<file path="config.mk">
export PLATFORM = sky130hd
export DESIGN_NAME = seg_scan_mux
export DESIGN_NICKNAME = d
export VERILOG_FILES = /design/src/rtl/seg_scan_mux.sv
export SDC_FILE = /design/constraint.sdc
export NUM_CORES = 1
export LEC_CHECK = 0
export ABC_CLOCK_PERIOD_IN_PS = 2500
export CAP_MARGIN = 20
export CORE_AREA = 2 2 88 81
export DETAILED_ROUTE_END_ITERATION = 7
export DIE_AREA = 0 0 90 83
export PLACE_DENSITY_LB_ADDON = 0.1
export SLEW_MARGIN = 10
export SYNTH_ARGS = -nofsm -noshare
export SYNTH_HDL_FRONTEND = slang
export SYNTH_SLANG_ARGS = --single-unit
</file>
<file path="constraint.sdc">
create_clock -name clk -period 2.5 [get_ports clk]
set_input_delay 0.5 -clock clk [delete_from_list [all_inputs] [get_ports clk]]
set_output_delay 0.5 -clock clk [all_outputs]
set_load 0.01 [all_outputs]
</file>
<file path="src/rtl/seg_scan_mux.sv">
// seg_scan_mux: registered N-channel seven-segment multiplexer with a manual mode and an auto-scan mode.
// In auto-scan each slot lasts DIVIDE cycles and starts with BLANK_CYCLES cycles of blanked output.
module seg_scan_mux #(
  parameter int WIDTH        = 7,
  parameter int CHANNELS     = 11,
  parameter int SEL_W        = 4,
  parameter int DIVIDE       = 50000,
  parameter int BLANK_CYCLES = 1
) (
  input  logic                      clk,
  input  logic                      rst_n,
  input  logic [CHANNELS*WIDTH-1:0] in_bus,
  input  logic [SEL_W-1:0]          sel,
  input  logic                      mode,
  input  logic                      enable,
  output logic [WIDTH-1:0]          out,
  output logic                      out_valid,
  output logic [SEL_W-1:0]          cur_ch,
  output logic                      wrap
);

  localparam int PRE_W = $clog2(DIVIDE);
  localparam logic [PRE_W-1:0] PRE_LAST  = PRE_W'(DIVIDE - 1);
  localparam logic [PRE_W-1:0] PRE_BLANK = PRE_W'(BLANK_CYCLES);
  localparam logic [SEL_W-1:0] CH_LAST   = SEL_W'(CHANNELS - 1);
  localparam logic [SEL_W:0]   CH_COUNT  = (SEL_W+1)'(CHANNELS);

  logic [SEL_W-1:0] ch_q, ch_d;
  logic [PRE_W-1:0] pre_q, pre_d;
  logic             mode_q, mode_d;
  logic [WIDTH-1:0] out_q, out_d;
  logic             out_valid_q, out_valid_d;
  logic [SEL_W-1:0] cur_ch_q, cur_ch_d;
  logic             wrap_q, wrap_d;

  // Channel lookup; an index outside 0..CHANNELS-1 yields a blank code.
  function automatic logic [WIDTH-1:0] pick_ch(input logic [SEL_W-1:0] idx,
                                               input logic [CHANNELS*WIDTH-1:0] bus);
    logic [WIDTH-1:0] res;
    res = '0;
    for (int k = 0; k < CHANNELS; k++) begin
      if (idx == SEL_W'(k)) begin
        res = bus[k*WIDTH +: WIDTH];
      end
    end
    return res;
  endfunction

  // Next-state logic for scan position, prescaler and output registers.
  always_comb begin
    ch_d        = ch_q;
    pre_d       = pre_q;
    mode_d      = mode_q;
    cur_ch_d    = cur_ch_q;
    out_d       = '0;
    out_valid_d = 1'b0;
    wrap_d      = 1'b0;
    if (enable) begin
      mode_d = mode;
      if (!mode) begin
        ch_d     = sel;
        pre_d    = '0;
        cur_ch_d = sel;
        if ({1'b0, sel} < CH_COUNT) begin
          out_d       = pick_ch(sel, in_bus);
          out_valid_d = 1'b1;
        end else begin
          out_d       = '0;
          out_valid_d = 1'b0;
        end
      end else if (!mode_q) begin
        // Entering auto mode always restarts the scan from channel 0.
        ch_d     = '0;
        pre_d    = '0;
        cur_ch_d = '0;
      end else begin
        cur_ch_d = ch_q;
        if (pre_q < PRE_BLANK) begin
          out_d       = '0;
          out_valid_d = 1'b0;
        end else begin
          out_d       = pick_ch(ch_q, in_bus);
          out_valid_d = 1'b1;
        end
        if (pre_q == PRE_LAST) begin
          pre_d = '0;
          if (ch_q == CH_LAST) begin
            ch_d   = '0;
            wrap_d = 1'b1;
          end else begin
            ch_d   = ch_q + SEL_W'(1);
            wrap_d = 1'b0;
          end
        end else begin
          pre_d  = pre_q + PRE_W'(1);
          wrap_d = 1'b0;
        end
      end
    end else begin
      out_d       = '0;
      out_valid_d = 1'b0;
      wrap_d      = 1'b0;
    end
  end

  // State and output registers.
  always_ff @(posedge clk or negedge rst_n) begin
    if (!rst_n) begin
      ch_q        <= '0;
      pre_q       <= '0;
      mode_q      <= 1'b0;
      out_q       <= '0;
      out_valid_q <= 1'b0;
      cur_ch_q    <= '0;
      wrap_q      <= 1'b0;
    end else begin
      ch_q        <= ch_d;
      pre_q       <= pre_d;
      mode_q      <= mode_d;
      out_q       <= out_d;
      out_valid_q <= out_valid_d;
      cur_ch_q    <= cur_ch_d;
      wrap_q      <= wrap_d;
    end
  end

  assign out       = out_q;
  assign out_valid = out_valid_q;
  assign cur_ch    = cur_ch_q;
  assign wrap      = wrap_q;

endmodule

</file>
# Word level (Yosys, flattened, before mapping)
# Index checks and enable logic that the tools add are counted.
# totals
ram_bits	0
romBits	0
latchBits	0
register_bits	34
output_inout_bits	13
elab_cells	82
inputBits	85
mem_count	0
# op_classes
n_div	0
n_reduce_logical	3
n_bitwise	0
n_addsub	2
eq_ne	22
shift	0
mul	0
n_mux	46
magnitude_cmp	2
# op_table
operator	count
7-bit 2-to-1 mux	27
16-bit 2-to-1 mux	3
4-bit by 3-bit equality test with 1-bit output (second input constant)	8
4-bit equality test (second input constant)	6
4-bit 2-to-1 mux	6
16-bit by 1-bit adder with 16-bit output (second input constant)	1
16-bit equality test (second input constant)	1
4-bit by 2-bit equality test with 1-bit output (second input constant)	4
16-bit by 1-bit < comparator with 1-bit output (second input constant)	1
1-bit 2-to-1 mux	10
4-bit by 1-bit equality test with 1-bit output (second input constant)	2
4-bit logical NOT	2
4-bit by 1-bit adder with 4-bit output (second input constant)	1
4-bit < comparator (second input constant)	1
3-bit by 2-bit != test with 1-bit output (second input constant)	1
2-bit AND reduction	1

# Depth between registers and ports, before layout
# Gate-level depths: netlist of run 1.
# depth
ltp_word	16
mapped_depth	8
mapped_depth_nobuf	7

# Worst setup path after synthesis of run 1
# No wires, ideal clock.
# synth_timing
kind	input to register
startpoint	input port sel[1]
endpoint	register out_q[3] (netlist: out[3])
path_buffers	2
setup_slack_ns	0.712
path_stages	6
t_arrival_ns	1.667
setup_time_ns	0.121
path_cell_list	clkbuf_1 > buf_2 > mux4_2 > a22oi_1 > o221ai_1 > o22a_1
# synth_via
elab_chain_cells	15
# synth_lines
element	line	source
start, declared	13	input logic [SEL_W-1:0] sel,
4-bit logical NOT	42	if (idx == SEL_W'(k)) begin
7-bit 2-to-1 mux (11 in series)	42	
7-bit 2-to-1 mux *	64	if ({1'b0, sel} < CH_COUNT) begin
7-bit 2-to-1 mux *	60	if (!mode) begin
7-bit 2-to-1 mux *	58	if (enable) begin
named net out_d[3]	31	logic [WIDTH-1:0] out_q, out_d;
end signal, assigned	120	out_q <= out_d;
end, declared	31	
# Mark *: on every way through the listed nets, which the timed path passes. The rest lies on a longest branch.
# A chain may end at the register's enable or synchronous reset.

# Final worst setup path of run 1
# layout_timing
startpoint	input port sel[0]
endpoint	register out_q[0] (netlist: out[0])
# The elaborated chain is that of the path after synthesis.

==> reports/results.md, run 1 <==
## Power and ir drop
- **Internal** 1.16 mW
- **Static Leak** 1.79 nW
- **Worst VDD drop** 347 µV
- **P_sw** 0.619 mW
- **total power consumption of the routed design** 1.78 mW
- **register share of total power** 0.356
- **switching fraction of total power** 0.348
- **proportion of power drawn by combinational gates** 0.428
- **clock group share of total power** 0.215
- **power density of the placed cells** 395 nW/µm²

## Finish
- **area occupied by multi-input gates** 2240 µm²
- **n_diodes** 0
- **Layout Area Growth over Synthesis** 35.1%
- **final net count** 585
- **commonest cells after routing, fill and taps aside** sky130_fd_sc_hd__clkdlybuf4s50_1 (97), sky130_fd_sc_hd__nor2_1 (39), sky130_fd_sc_hd__o21ai_0 (34), sky130_fd_sc_hd__dfrtp_1 (34)
- **layout cell share with drive strength beyond 1** 0.110
- **area occupied by registers** 851 µm²
- **area of all placed cells without fillers** 4510 µm²
- **number of filler instances in the final layout** 581
- **leading cell type in the layout, fill and taps excluded** sky130_fd_sc_hd__clkdlybuf4s50_1

## Routing
- **Routed wire per std cell** 19.4 µm
- **via density per instance** 6.26
- **remaining antenna violation count** 0
- **DRC violations left** 0
- **routed wire length** 11.4 mm
- **Detailed Routing Iterations Pass 1** 7
- **initial DRC count** 314
- **number of vias in the routed layout** 3682

## Place
- **detailed placer's ending HPWL** 8.86 mm
- **gp weighted congestion** 1.01
- **Area after DPL** 4430 µm²
- **Port Buffers** 97

## Clocking
- **H-tree depth** 2
- **buffers from clock root to sink, at most** 2
- **CTS tree** done
- **clock latency of the later-clocked register in the worst-skew pair** 0.28 ns
- **clock net sink count** 34
- **master cell of the clock root buffer** sky130_fd_sc_hd__clkbuf_8
- **Post-CTS Hold Buffers** 0
- **Clock Pin Slew Worst Setup and Hold Paths** 0.07 ns
- **total setup buffers inserted after CTS** 0
- **number of gates resized after CTS** 0
- **number of CTS-inserted buffers** 5

## Synthesis
- **number of enable-type register cells in the synthesized netlist** 0
- **ys async rst share** 1.00
- **cell count after synthesis** 404
- **Cell variety after synth** 61
- **primary flip-flop cell chosen by synthesis mapping** sky130_fd_sc_hd__dfrtp_1
- **area of the mapped netlist** 3340 µm²
- **count of synthesis-stage warnings from yosys** 0
- **number of synthesized register bits** 34
- **Post-Syn Area per Cell** 8.26 µm²
- **nets in the synthesized netlist** 491
- **sequential element share of the synthesized area** 0.255

## Setup path
- **Setup Crit Path Kind** primary input to flop
- **Worst Path Required** 2.72 ns
- **Critical Path Start Type** primary input
- **endpoint class of the critical path** flop
- **Worst EP arrival** 2.41 ns
- **highest net fanout along the worst path** 30

## Global routing
- **global route overflow** 0
- **initial antenna violation count** 0
- **total global-route track usage** 0.304
- **pin count of the biggest net entering global routing** 35
- **global-route wire length before repair** 18.5 mm
- **number of global-route vias before repair** 3734

## Floorplanning
- **Row Count** 28
- **# IOs** 98
- **Die Width** 90 µm
- **core region area** 6520 µm²
- **Initial Util** 0.512
- **area of the die** 7470 µm²
- **Die Height** 83 µm

## Outcome
- **run status** finished, final reports clean

## Timing
- **slew at the pin closest to its max-slew limit** 0.695 ns
- **setup repair after global routing missed its margin** no
- **crit share post-route** 0.877
- **Max-slew headroom** 0.537
- **setup violators final** 0
- **final hold vios** 0
- **Final Max Slew Viols** 0
- **minimum period implied by the final worst setup slack** 2.19 ns
- **Setup Skew** 0.00656 ns
- **Highest Clock Rate** 456 MHz
- **setup tns final** 0 ns

## Job
- **reported max-cap violation count** 0

## Worst hold path
- **path class of the lowest-slack min-delay path** flop to flop

## flip-flops by register name, summed over array words and instances, names as in the netlist
register   cells
ch_q           4
mode_q         1
wrap           1
out_valid      1
pre_q         16
out            7
cur_ch         4
## metal layers
layer,GRT usage,wire (µm)
met5,0,0
met4,0.109,293
met2,0.486,5200
met3,0.0708,1080
met1,0.406,4810
## worst paths after layout
check,depth (start not counted),endpoint,slack (ns),start
max,7,out[0],0.31,sel[0]
min,2,cur_ch[1],0.53,cur_ch[1]
min reg2reg,2,cur_ch[1],0.53,cur_ch[1]
min in group asynchronous,2,pre_q[5],0.63,rst_n
max in group asynchronous,2,out[6],1.54,rst_n
max reg2reg,6,out[0],0.36,ch_q[2]
## logic make-up after synthesis
family | share of synthesized area
AND/OR/NAND/NOR | 0.230
XOR/XNOR | 0.0341
flip-flops | 0.255
multiplexers | 0.135
buffers and inverters | 0.0742
adder cells (fa/ha/maj) | 0.00750
AO/OA/AOI/OAI | 0.264
## cells in the mapped netlist, types with 4 or more instances
cell type | n | area (µm²)
sky130_fd_sc_hd__nand3_1 | 9 | 45.0
sky130_fd_sc_hd__nand4_1 | 7 | 43.8
sky130_fd_sc_hd__nand2_1 | 31 | 116
sky130_fd_sc_hd__a2bb2oi_1 | 4 | 35.0
sky130_fd_sc_hd__xor2_1 | 7 | 61.3
sky130_fd_sc_hd__a31oi_1 | 10 | 62.6
sky130_fd_sc_hd__buf_4 | 4 | 30.0
sky130_fd_sc_hd__mux2_2 | 4 | 45.0
sky130_fd_sc_hd__buf_6 | 5 | 56.3
sky130_fd_sc_hd__buf_2 | 12 | 60.1
sky130_fd_sc_hd__nor3b_1 | 6 | 45.0
sky130_fd_sc_hd__xnor2_1 | 6 | 52.6
sky130_fd_sc_hd__o211a_1 | 5 | 50.1
sky130_fd_sc_hd__o211ai_1 | 5 | 37.5
sky130_fd_sc_hd__mux2i_1 | 18 | 180
sky130_fd_sc_hd__mux4_2 | 10 | 225
sky130_fd_sc_hd__o221ai_1 | 6 | 52.6
sky130_fd_sc_hd__a21oi_1 | 31 | 155
sky130_fd_sc_hd__a22oi_1 | 6 | 45.0
sky130_fd_sc_hd__a22o_1 | 5 | 43.8
sky130_fd_sc_hd__nor2_1 | 39 | 146
sky130_fd_sc_hd__nor3_1 | 6 | 30.0
sky130_fd_sc_hd__and4_1 | 7 | 61.3
sky130_fd_sc_hd__nor2b_1 | 8 | 50.1
sky130_fd_sc_hd__clkbuf_1 | 11 | 41.3
sky130_fd_sc_hd__o21ai_0 | 34 | 170
sky130_fd_sc_hd__inv_1 | 11 | 41.3
sky130_fd_sc_hd__nand2b_1 | 7 | 43.8
sky130_fd_sc_hd__nand3b_1 | 5 | 37.5
sky130_fd_sc_hd__dfrtp_1 | 34 | 851
sky130_fd_sc_hd__a211oi_1 | 4 | 30.0
## power by group through the flow
stage	clock network, mW	logic (mW)	registers [mW]
6_report	0.384	0.762	0.635
5_1_grt	0.418	0.821	0.641
4_1_cts	0.392	0.753	0.634
3_5_place_dp	0	0.750	0.644
3_3_place_gp	0	0.741	0.643
2_1_floorplan	0	0.453	0.614
## metrics by stage
stage          utilization  std cells  hold WS (ns)  worst slack (ns)
4_1_cts              0.692        588         0.533             0.367
3_3_place_gp         0.680        581         0.510             0.152
3_5_place_dp         0.680        581         0.515            0.0718
5_1_grt              0.692        588         0.561             0.213
2_1_floorplan            -        404         0.204             0.712
6_report             0.692        588         0.529             0.307
## layout make-up
cell class	count	area share
timing repair buffer	122	0.262
sequential	34	0.189
clock buffer	5	0.0153
inverter	12	0.00999
tap	90	0.0250
clock inverter	2	0.00222
multi-input combinational	323	0.496
## critical path: stages
cell and delay, ns:
sky130_fd_sc_hd__clkdlybuf4s50_1 0.50, sky130_fd_sc_hd__buf_12 0.20, sky130_fd_sc_hd__nor2b_1 0.39, sky130_fd_sc_hd__and2_1 0.25
sky130_fd_sc_hd__a222oi_1 0.13, sky130_fd_sc_hd__o211ai_1 0.20, sky130_fd_sc_hd__and4_1 0.22
Power figures use the tool's default switching activity.
==> inputs of run 2 (changes only) <==
--- a/config.mk
+++ b/config.mk
@@ -7,9 +7,10 @@
 export LEC_CHECK = 0
 export ABC_CLOCK_PERIOD_IN_PS = 2500
 export CAP_MARGIN = 20
-export CORE_AREA = 2 2 88 81
+export CORE_AREA = 2 2 86 80
 export DETAILED_ROUTE_END_ITERATION = 7
-export DIE_AREA = 0 0 90 83
+export DIE_AREA = 0 0 88 82
+export DONT_BUFFER_PORTS = 1
 export PLACE_DENSITY_LB_ADDON = 0.1
 export SLEW_MARGIN = 10
 export SYNTH_ARGS = -nofsm -noshare
==> reports/results.md, run 2 (synthesis results as in run 1) <==
## Routing
- **Routed wire per std cell** 21.4 µm, +11%
- **number of vias in the routed layout** 3224, -12%
- **DRC violations left** 0, unchanged
- **via density per instance** 6.77, +8.2%
- **remaining antenna violation count** 0, unchanged
- **Detailed Routing Iterations Pass 1** 6, -1
- **initial DRC count** 235, -25%
- **routed wire length** 10.2 mm, -10%

## Setup path
- **Worst EP arrival** 2.34 ns, -0.07 ns
- **cell with the biggest individual delay on the critical path** sky130_fd_sc_hd__nor3b_1
- **list of cells traversed by the critical path** buf_12 > nor3b_1 > a31oi_1 > o221ai_1 > o21bai_1 > and4_1
- **endpoint class of the critical path** flop
- **reg2reg path depth** 6, unchanged
- **reg-to-reg critical path startpoint** ch_q[0]
- **Critical Path Start Type** flop
- **Crit Reg-Reg Endpoint** out[0]
- **Slowest Stage Delay on Critical Path** 0.59 ns, +0.09 ns
- **Setup Crit Path Kind** flop to flop
- **Worst Path Required** 2.71 ns, about the same
- **highest net fanout along the worst path** 33, +10%
- **worst reg2reg setup slack** 0.38 ns, +0.02 ns

## Global routing
- **total global-route track usage** 0.291, -0.0135
- **number of global-route vias before repair** 3054, -18%
- **global-route wire length before repair** 16.1 mm, -13%
- **pin count of the biggest net entering global routing** 35, unchanged
- **initial antenna violation count** 0, unchanged
- **global route overflow** 0, unchanged

## Floorplanning
- **Initial Util** 0.526, +0.0141
- **core region area** 6340 µm², -2.7%
- **Die Width** 88 µm, -2.2%
- **Row Count** 28, unchanged
- **# IOs** 98, unchanged
- **Die Height** 82 µm, -1.2%
- **area of the die** 7220 µm², -3.4%

## Finish
- **Largest register FFs** 16, unchanged
- **post-route core utilization** 0.541, -0.151
- **n_diodes** 0, unchanged
- **commonest cells after routing, fill and taps aside** sky130_fd_sc_hd__nor2_1 (39), sky130_fd_sc_hd__o21ai_0 (34), sky130_fd_sc_hd__dfrtp_1 (34)
- **Layout Area Growth over Synthesis** 2.81%
- **leading cell type in the layout, fill and taps excluded** sky130_fd_sc_hd__nor2_1
- **layout cell share with drive strength beyond 1** 0.101, -0.00941
- **Reg with most FFs** pre_q
- **area of all placed cells without fillers** 3430 µm², -24%
- **final net count** 472, -19%

## Clocking
- **total setup buffers inserted after CTS** 0, unchanged
- **number of CTS-inserted buffers** 5, unchanged
- **master cell of the clock root buffer** sky130_fd_sc_hd__clkbuf_8
- **clock latency of the later-clocked register in the worst-skew pair** 0.29 ns, about the same
- **H-tree depth** 2, unchanged
- **number of gates resized after CTS** 0, unchanged
- **CTS tree** done
- **buffers from clock root to sink, at most** 2, unchanged
- **Clock Pin Slew Worst Setup and Hold Paths** 0.07 ns, about the same
- **clock net sink count** 34, unchanged

## Power and ir drop
- **proportion of power drawn by combinational gates** 0.328, -0.100
- **Internal** 1.04 mW, -11%
- **Static Leak** 1.34 nW, -25%
- **clock group share of total power** 0.266, +0.051
- **register share of total power** 0.406, +0.050
- **switching fraction of total power** 0.338, -0.00986
- **P_sw** 0.529 mW, -15%
- **Worst VDD drop** 387 µV, +11%
- **power density of the placed cells** 456 nW/µm², +16%

## Timing
- **Fin Hold WS** 0.0348 ns, -0.494 ns
- **Max-slew headroom** 0.545, +0.00834
- **Final Max Slew Viols** 0, unchanged
- **crit share post-route** 0.850, -0.0271
- **Highest Clock Rate** 471 MHz, +3.2%
- **final hold vios** 0, unchanged
- **slew at the pin closest to its max-slew limit** 0.681 ns, -0.0140 ns
- **setup violators final** 0, unchanged
- **setup tns final** 0 ns, unchanged
- **Setup Skew** 0.0105 ns, +0.00393 ns
- **minimum period implied by the final worst setup slack** 2.12 ns, -0.0679 ns
- **setup repair after global routing missed its margin** no

## Place
- **gp weighted congestion** 0.904, -10%
- **Port Buffers** 0, -100%
- **detailed placer's ending HPWL** 7.85 mm, -11%
- **Area after DPL** 3320 µm², -25%

## Outcome
- **run status** finished, final reports clean

## Worst hold path
- **path class of the lowest-slack min-delay path** primary input to asynchronous set/reset pin

## Job
- **reported max-cap violation count** 0, unchanged

[run 2: cell count changes in the layout (fill, tap and decap cells not counted), sizes merged]
| cell | delta |
|---|---|
| buf | -16 |
| clkbuf | +2 |
| clkdlybuf4s50 | -97 |
| clkinv | -1 |
[run 2: repair_timing]
action	CTS	global route
endpoints found under the hold margin	34	0
setup endpoints to repair	0	0
hold buffers	1	0
[run 2: how the worst max path moves through the flow]
stage | cells after the start | slack (ns) | from | to
finish | 6 | 0.38 | ch_q[0] | out[0]
global route | 5 | 0.25 | ch_q[1] | out[2]
CTS | 6 | 0.41 | ch_q[0] | out[4]
detailed placement | 6 | 0.44 | ch_q[0] | out[4]
global placement | 6 | 0.44 | ch_q[0] | out[1]
floorplan | 6 | 0.71 | sel[1] | out[3]
[run 2: worst max-delay path, delay by kind of cell, from the launching register on]
family,cells,cell delay (ns)
flip-flops,1,0.55
AND/OR/NAND/NOR,2,0.80
buffers and inverters,1,0.26
AO/OA/AOI/OAI,3,0.43
[run 2: metrics by stage]
step / setup slack [ns] / total power, mW / instances
2_1_floorplan: 0.712 / 1.07 / 404
3_3_place_gp: 0.444 / 1.13 / 467
3_5_place_dp: 0.440 / 1.13 / 467
4_1_cts: 0.406 / 1.57 / 476
5_1_grt: 0.249 / 1.66 / 476
6_report: 0.375 / 1.57 / 476
[run 2: power groups by stage]
stage	combinational, mW	sequential (mW)	clock, mW
finish	0.514	0.635	0.417
CTS	0.506	0.635	0.429
detailed placement	0.490	0.645	0
floorplan	0.453	0.614	0
global route	0.565	0.642	0.449
global placement	0.490	0.644	0
[run 2: metal layers]
metal / vias to the layer above / wire length [µm] / share of wire / global-route usage
li1: 1479 / - / - / -
met1: 1556 / 4280 / 0.42 / 0.406
met2: 171 / 4610 / 0.45 / 0.445
met3: 18 / 1170 / 0.11 / 0.0915
met4: 0 / 141 / 0.014 / 0.0615
met5: - / 0 / 0 / 0
[run 2: cell type report]
| cell class | instances | area, µm² |
|---|---|---|
| inverters | 12 | 45.0 |
| repair buffers | 9 | 92.6 |
| flip-flops and latches | 34 | 851 |
| clock buffers | 7 | 86.3 |
| multi-input cells | 323 | 2240 |
| fillers | 587 | 2910 |
| well taps | 90 | 113 |
| clock inverters | 1 | 5.00 |
